### config.mk
export PLATFORM = sky130hd
export DESIGN_NAME = parity_check_arbiter
export DESIGN_NICKNAME = d
export VERILOG_FILES = /design/src/rtl/parity_check_arbiter_pkg.sv /design/src/rtl/parity_check_arbiter_odd_parity_checker.sv /design/src/rtl/parity_check_arbiter.sv
export SDC_FILE = /design/constraint.sdc
export NUM_CORES = 1
export LEC_CHECK = 0
export ABC_AREA = 1
export CELL_PAD_IN_SITES_DETAIL_PLACEMENT = 1
export CELL_PAD_IN_SITES_GLOBAL_PLACEMENT = 2
export CORE_MARGIN = 2
export CORE_UTILIZATION = 30
export CTS_CLUSTER_SIZE = 28
export DETAILED_ROUTE_END_ITERATION = 8
export DONT_BUFFER_PORTS = 1
export GPL_TIMING_DRIVEN = 1
export HOLD_SLACK_MARGIN = 0.12
export PLACE_DENSITY = 0.77
export SKIP_CTS_REPAIR_TIMING = 1
export SLEW_MARGIN = 5
export SYNTH_ARGS = -nofsm -noshare
export SYNTH_HDL_FRONTEND = slang
export SYNTH_SLANG_ARGS = --single-unit
### constraint.sdc
create_clock -name clk -period 1.2 [get_ports clk]
set_input_delay 0.24 -clock clk [delete_from_list [all_inputs] [get_ports clk]]
set_output_delay 0.24 -clock clk [all_outputs]
set_load 0.02 [all_outputs]
### src/rtl/parity_check_arbiter_pkg.sv
// Shared types and constants for the two-requester odd-parity checking arbiter.
// The state encoding, requester indices and default widths live here so that RTL and tooling agree.
package parity_check_arbiter_pkg;

    localparam int DEF_DATA_W = 4;
    localparam int DEF_CNT_W  = 8;

    typedef logic [1:0] state_t;

    localparam state_t ST_IDLE   = 2'd0;
    localparam state_t ST_CHECK  = 2'd1;
    localparam state_t ST_RESULT = 2'd2;

    localparam logic SRC_0 = 1'b0;
    localparam logic SRC_1 = 1'b1;

    // One-hot grant {req1, req0}. On a tie the requester that did not win last time is picked.
    function automatic logic [1:0] rr_pick(input logic v0, input logic v1, input logic last);
        logic [1:0] g;
        g = 2'b00;
        if (v0 && v1) begin
            g = (last == SRC_0) ? 2'b10 : 2'b01;
        end else if (v1) begin
            g = 2'b10;
        end else if (v0) begin
            g = 2'b01;
        end
        return g;
    endfunction

endpackage

### src/rtl/parity_check_arbiter_odd_parity_checker.sv
// Combinational odd-parity checker: error is high when data plus parity holds an even number of ones.
module odd_parity_checker
    import parity_check_arbiter_pkg::*;
#(
    parameter int DATA_W = DEF_DATA_W
) (
    input  logic [DATA_W-1:0] data_in,
    input  logic              parity,
    output logic              error
);

    assign error = ~(^{data_in, parity});

endmodule

### src/rtl/parity_check_arbiter.sv
// Round-robin arbiter sharing one odd-parity checker between two requesters, with a tagged
// result port and saturating per-requester error counters.
module parity_check_arbiter
    import parity_check_arbiter_pkg::*;
#(
    parameter int DATA_W = DEF_DATA_W,
    parameter int CNT_W  = DEF_CNT_W
) (
    input  logic              clk,
    input  logic              rst_n,

    input  logic              req0_valid,
    input  logic [DATA_W-1:0] req0_data,
    input  logic              req0_parity,
    output logic              req0_ready,

    input  logic              req1_valid,
    input  logic [DATA_W-1:0] req1_data,
    input  logic              req1_parity,
    output logic              req1_ready,

    output logic              res_valid,
    input  logic              res_ready,
    output logic              res_src,
    output logic [DATA_W-1:0] res_data,
    output logic              res_error,

    input  logic              clr_cnt,
    output logic [CNT_W-1:0]  err_cnt0,
    output logic [CNT_W-1:0]  err_cnt1,

    output state_t            dbg_state
);

    localparam logic [CNT_W-1:0] CNT_MAX = '1;

    // Handshakes: a word moves when valid && ready are both high in the same cycle. Requester
    // ready is only ever raised in IDLE, for one requester, and the requester must hold its word
    // until then. The result port holds valid and payload stable until res_ready is seen.

    state_t            state_q, state_d;
    logic              last_grant_q, last_grant_d;
    logic              res_src_q, res_src_d;
    logic [DATA_W-1:0] res_data_q, res_data_d;
    logic              res_par_q, res_par_d;
    logic              res_error_q, res_error_d;
    logic [CNT_W-1:0]  err_cnt0_q, err_cnt0_d;
    logic [CNT_W-1:0]  err_cnt1_q, err_cnt1_d;

    logic [1:0]        grant;
    logic              chk_error;
    logic              res_hs;

    odd_parity_checker #(
        .DATA_W (DATA_W)
    ) u_checker (
        .data_in (res_data_q),
        .parity  (res_par_q),
        .error   (chk_error)
    );

    // Ready is qualified by rst_n so nothing is accepted while reset is held.
    always_comb begin
        grant = 2'b00;
        if (rst_n && (state_q == ST_IDLE)) begin
            grant = rr_pick(req0_valid, req1_valid, last_grant_q);
        end
    end

    assign req0_ready = grant[0];
    assign req1_ready = grant[1];
    assign res_hs     = (state_q == ST_RESULT) && res_ready;

    always_comb begin
        state_d      = state_q;
        last_grant_d = last_grant_q;
        res_src_d    = res_src_q;
        res_data_d   = res_data_q;
        res_par_d    = res_par_q;
        res_error_d  = res_error_q;
        case (state_q)
            ST_IDLE: begin
                if (grant != 2'b00) begin
                    res_src_d    = grant[1] ? SRC_1 : SRC_0;
                    res_data_d   = grant[1] ? req1_data : req0_data;
                    res_par_d    = grant[1] ? req1_parity : req0_parity;
                    last_grant_d = grant[1] ? SRC_1 : SRC_0;
                    state_d      = ST_CHECK;
                end
            end
            ST_CHECK: begin
                res_error_d = chk_error;
                state_d     = ST_RESULT;
            end
            ST_RESULT: begin
                if (res_ready) begin
                    state_d = ST_IDLE;
                end
            end
            default: begin
                state_d = ST_IDLE;
            end
        endcase
    end

    // Clear takes priority over a coincident increment.
    always_comb begin
        err_cnt0_d = err_cnt0_q;
        err_cnt1_d = err_cnt1_q;
        if (clr_cnt) begin
            err_cnt0_d = '0;
            err_cnt1_d = '0;
        end else if (res_hs && res_error_q) begin
            if ((res_src_q == SRC_0) && (err_cnt0_q != CNT_MAX)) begin
                err_cnt0_d = err_cnt0_q + 1'b1;
            end
            if ((res_src_q == SRC_1) && (err_cnt1_q != CNT_MAX)) begin
                err_cnt1_d = err_cnt1_q + 1'b1;
            end
        end
    end

    always_ff @(posedge clk or negedge rst_n) begin
        if (!rst_n) begin
            state_q      <= ST_IDLE;
            last_grant_q <= SRC_1;
            res_src_q    <= SRC_0;
            res_data_q   <= '0;
            res_par_q    <= 1'b0;
            res_error_q  <= 1'b0;
            err_cnt0_q   <= '0;
            err_cnt1_q   <= '0;
        end else begin
            state_q      <= state_d;
            last_grant_q <= last_grant_d;
            res_src_q    <= res_src_d;
            res_data_q   <= res_data_d;
            res_par_q    <= res_par_d;
            res_error_q  <= res_error_d;
            err_cnt0_q   <= err_cnt0_d;
            err_cnt1_q   <= err_cnt1_d;
        end
    end

    assign res_valid = (state_q == ST_RESULT);
    assign res_src   = res_src_q;
    assign res_data  = res_data_q;
    assign res_error = res_error_q;
    assign err_cnt0  = err_cnt0_q;
    assign err_cnt1  = err_cnt1_q;
    assign dbg_state = state_q;

endmodule

=== After elaboration in Yosys (flattened, before gate mapping) ===
Cells that the tools add are included.

* Flip-flop bits (word level): 26
* Input bits: 16
* Logic and storage cells: 51

* $add $sub $neg: 2
* Equal/unequal tests: 6
* Multiplexer cells: 17
* Bitwise gates (word level): 2
* Reductions and logical operators: 16

{| class="wikitable"
|+ Operator list
! operator !! number
|-
| $mux 8 || 6
|-
| $add 8x1->8 const B || 2
|-
| $ne 8x8->1 const B || 2
|-
| $mux 2 || 6
|-
| $reduce_and 2->1 || 4
|-
| $reduce_bool 2->1 || 4
|-
| $logic_and 1x1->1 || 6
|-
| $pmux 2 s3 || 1
|-
| $reduce_xor 5->1 || 1
|-
| $mux 4 || 1
|-
| $ne 2x1->1 const B || 2
|-
| $mux 1 || 3
|-
| $eq 2x1->1 const B || 1
|-
| $eq 2x2->1 const B || 1
|-
| $logic_not 2->1 || 1
|-
| $not 1->1 || 2
|}

=== Logic depth before layout (Yosys ltp) ===
* Depth in word-level cells: 7
* Depth in mapped cells: 8
* Mapped depth without buffers: 8

=== Modules after synthesis ===
From an unflattened synthesis, not the netlist that was laid out.

* Cell total of the unflattened synthesis: 218
* Area, all modules: 1587.8 um2

{| class="wikitable"
|+ By module, submodules not included
! module !! times used !! cells an instance !! area each (um2) !! sequential area each (um2)
|-
| parity_check_arbiter || 1 || 204 || 1522.7 || 651.9
|-
| odd_parity_checker || 1 || 14 || 65.1 || 0.0
|}

=== Worst setup path after synthesis ===
No wires, ideal clock.

* Kind: register to output
* From: reg state_q[0] (netlist: dbg_state[0])
* To: out req0_ready
* Arrival: 1153 ps
* Required time: 960 ps
* Path slack: -193 ps
* Cell stages (with the launch flop): 6
* Buffers on the path: 1
* Cell sequence: dfrtp_1 > inv_2 > nand3_2 > or2_1 > buf_2 > inv_1

* Word-level cells in the longest chain between the ends: 3

{| class="wikitable"
|+ Ends and longest elaborated chain
! what !! line !! RTL
|-
| start: declaration || parity_check_arbiter.sv:41 || <nowiki>state_t state_q, state_d;</nowiki>
|-
| start signal: assignment || parity_check_arbiter.sv:134 || <nowiki>state_q <= state_d;</nowiki>
|-
| $logic_not 2->1 || parity_check_arbiter.sv:65 || <nowiki>if (rst_n && (state_q == ST_IDLE)) begin</nowiki>
|-
| $logic_and 1x1->1 || parity_check_arbiter.sv:65 ||
|-
| $mux 2 || parity_check_arbiter.sv:65 ||
|-
| end: declaration || parity_check_arbiter.sv:15 || <nowiki>output logic req0_ready,</nowiki>
|}

Every way passes these cells.

=== Worst setup path after layout ===
* From: reg state_q[1] (netlist: dbg_state[1])
* To: out req1_ready

* Word-level cells in the longest chain between the ends: 3

{| class="wikitable"
|+ Ends and longest elaborated chain
! what !! line !! RTL
|-
| $logic_not 2->1 || parity_check_arbiter.sv:65 ||
|-
| $logic_and 1x1->1 || parity_check_arbiter.sv:65 ||
|-
| $mux 2 || parity_check_arbiter.sv:65 ||
|-
| end: declaration || parity_check_arbiter.sv:20 || <nowiki>output logic req1_ready,</nowiki>
|}

Every way passes these cells.

==> out/qor.yml <==
drive_gt1_share_pct: 41.7
cts_buffers: 3
synthTopCellsByArea: "dfrtp_1, nand2_1, nand3_1"
crit_buf_inv: 2
gp_congestion: 0.685
die_area_sq_um: 6020
cts.sinks: 26
synthCells: 230
drtPass1Iterations: 4
fin_ws_ps: -300
fin_crit_ps: 1500
syn_nets: 248
p_leak_nw: 1.24
hold_class: "in2reg"
cts_root_buf: "clkbuf_8"
rows: 26
die_w_um: 77.6
nets: 314
dp_cells: 342
synth_most_common_cell: "nand2_1"
drt_iter0_drc: 59
synthTopCellsByCount: "nand2_1, nand3_1, dfrtp_1"
p_per_area_nw_per_um2: 1400
clkSlewWorstSetupHoldPaths_ps: 100
clk_path_buf_depth: 2
fillCellCount: 653
syn-cell-area_sq_um: 1630
grt_overflow: 0
reg2reg_depth: 8
max_cap_viol_count: 0
drc: 0
crit_fanout: 7
vdd_drop_max_mv: 1.03
synth_area_per_cell_sq_um: 7.07
finalCritPeriodShare_pct: 125
cpPeakStageDelay_ps: 440
endpoint_kind: "primary output"
die_y_um: 77.6
critical_path_depth: 4
regToRegEndpoint: "err_cnt1[3]$_DFFE_PN0P_"
min_path_cells: 3
arrival_ps: 1260
area.growth.synth_to_final_pct: 54.3
yosysSeqAreaShare_pct: 40.1
yosysWarningCount: 0
start_util_pct: 31.4
violations: "setup timing"
clock_latency_ps: 280
crit_end: "req1_ready"
hpwl_mm: 3.51
slew_headroom_pct: 60.9
wirelength_mm: 5.31
worstMarginPinSlew_ps: 586
cts_tree: "yes"
grt_pass1_wl_mm: 8.08
synth_top_area_share_pct: 38.5
antenna_found_initial: 0
synth_enable_flop_cells: 0
rsz0062_at_grt: "true"
synth_area_leader_cell: "dfrtp_1"
r2r_start: "dbg_state[0]$_DFFE_PN0P_"
outcome: "complete, but fails checks"
worst_setup_path_start_kind: "register"
ant_nets: 0
synth_seq_cells: 26
cp_slowest_cell: "dfrtp_2"
ys.flop_type: "dfrtp_1"
async_reset_ff_share_pct: 100
worst-endpoint-required_ps: 960
critPathTopFamily: "flip-flops"
grt_pass1_vias: 1743
regToRegSetupSlack_ps: -220
ios: 43
core_sq_um: 5170
drv_slew: 0
setup_tns_ps: -4460
grt_use_total_pct: 16.6
path_class: "reg2out"
antenna_cells: 0
cts-htree-levels: 1
finalClockSkew_ps: 9.57
hold_viol: 0
grt_max_degree: 29
synth_cell_types: 26
max_clock_freq_ghz: 0.667
via_per_inst: 4.75
crit_path_start: "dbg_state[1]$_DFFE_PN0P_"
dr_total_vias: 1735
port_buffers: 0
post_drt_wl_per_cell_um: 14.6
fin_cells: 365
setup_viol: 26
cp_cell_sequence: "inv_2 -> nand3_4 -> nor2_4 -> buf_6"
[stage by stage]
stage | total power [W] | hold slack, ps | setup WS, ps | instance area [sq um] | util [%]
6_report | 0.00350 | 127 | -300 | 2510 | 48.5
5_1_grt | 0.00375 | 150 | -340 | 2510 | 48.5
2_1_floorplan | 0.00203 | -55.6 | -62.2 | 1700 | -
3_5_place_dp | 0.00255 | -54.9 | -274 | 2100 | 40.5
4_1_cts | 0.00309 | -367 | -494 | 2140 | 41.4
3_3_place_gp | 0.00251 | -55.0 | -233 | 2100 | 40.5
[worst register-to-register path, stage by stage, from the launching register on]
cell and delay [ps]:
dfrtp_2 440, inv_4 80, buf_6 110, nand2_8 70
buf_6 120, nor3_4 200, nand2_2 160, nand3_1 100
nand2_1 60
[flip-flops by register name (all words and copies together) (netlist names)]
name	flops
dbg_state	2
err_cnt0	8
err_cnt1	8
last_grant_q	1
res_data	4
res_error	1
res_par_q	1
res_src	1
[cell usage in the layout, fill, tap and decap left out, types with 5 or more instances in the layout]
cell type / n
nand3_2: 15
dfrtp_1: 17
nand2_2: 6
nand2_4: 5
nand3_1: 25
nor2_4: 5
nand2_1: 67
inv_1: 21
inv_2: 5
buf_6: 11
nor2_1: 18
dfrtp_2: 8
buf_4: 47
o21ai_1: 6
[metal layers]
layer / global-route usage (%) / share of wire [%] / up-vias / wire (um)
li1: - / - / 865 / -
met1: 20.3 / 44 / 840 / 2350
met2: 29.6 / 51 / 28 / 2720
met3: 3.95 / 4.0 / 2 / 214
met4: 3.21 / 0.55 / 0 / 29
met5: 0 / 0 / - / 0
[worst min path at each step]
stage | slack, ps | endpoint | from
global route | 150 | err_cnt1[5]$_DFFE_PN0P_ | clr_cnt
floorplan | -60 | dbg_state[0]$_DFFE_PN0P_ | rst_n
CTS | -370 | err_cnt1[7]$_DFFE_PN0P_ | rst_n
global placement | -50 | err_cnt1[7]$_DFFE_PN0P_ | rst_n
detailed placement | -50 | err_cnt1[7]$_DFFE_PN0P_ | rst_n
finish | 130 | err_cnt1[5]$_DFFE_PN0P_ | clr_cnt
[power by group]
group | switching, W | leakage, nW | total, W | internal, W
clock network | 0.000302 | 0.0228 | 0.000541 | 0.000238
logic | 0.000979 | 0.886 | 0.00172 | 0.000744
registers | 0.000172 | 0.335 | 0.00124 | 0.00106
total | 0.00145 | 1.24 | 0.00350 | 0.00205
[layout make-up]
cell class	count	area (sq um)	area share [%]
Sequential cell	26	662	26.4
Tap cell	70	87.6	3.49
Inverter	29	119	4.74
Clock buffer	4	45.0	1.80
Multi-Input combinational cell	173	1050	42.0
Timing Repair Buffer	63	542	21.6
[kinds of logic after synthesis]
kind of cell	synth area share [%]
xor+xnor	1.62
flops	40.1
buf+inv	8.08
simple gates	43.2
fa+ha+maj	1.54
compound gates	5.47
(Power assumes the default switching activity.)
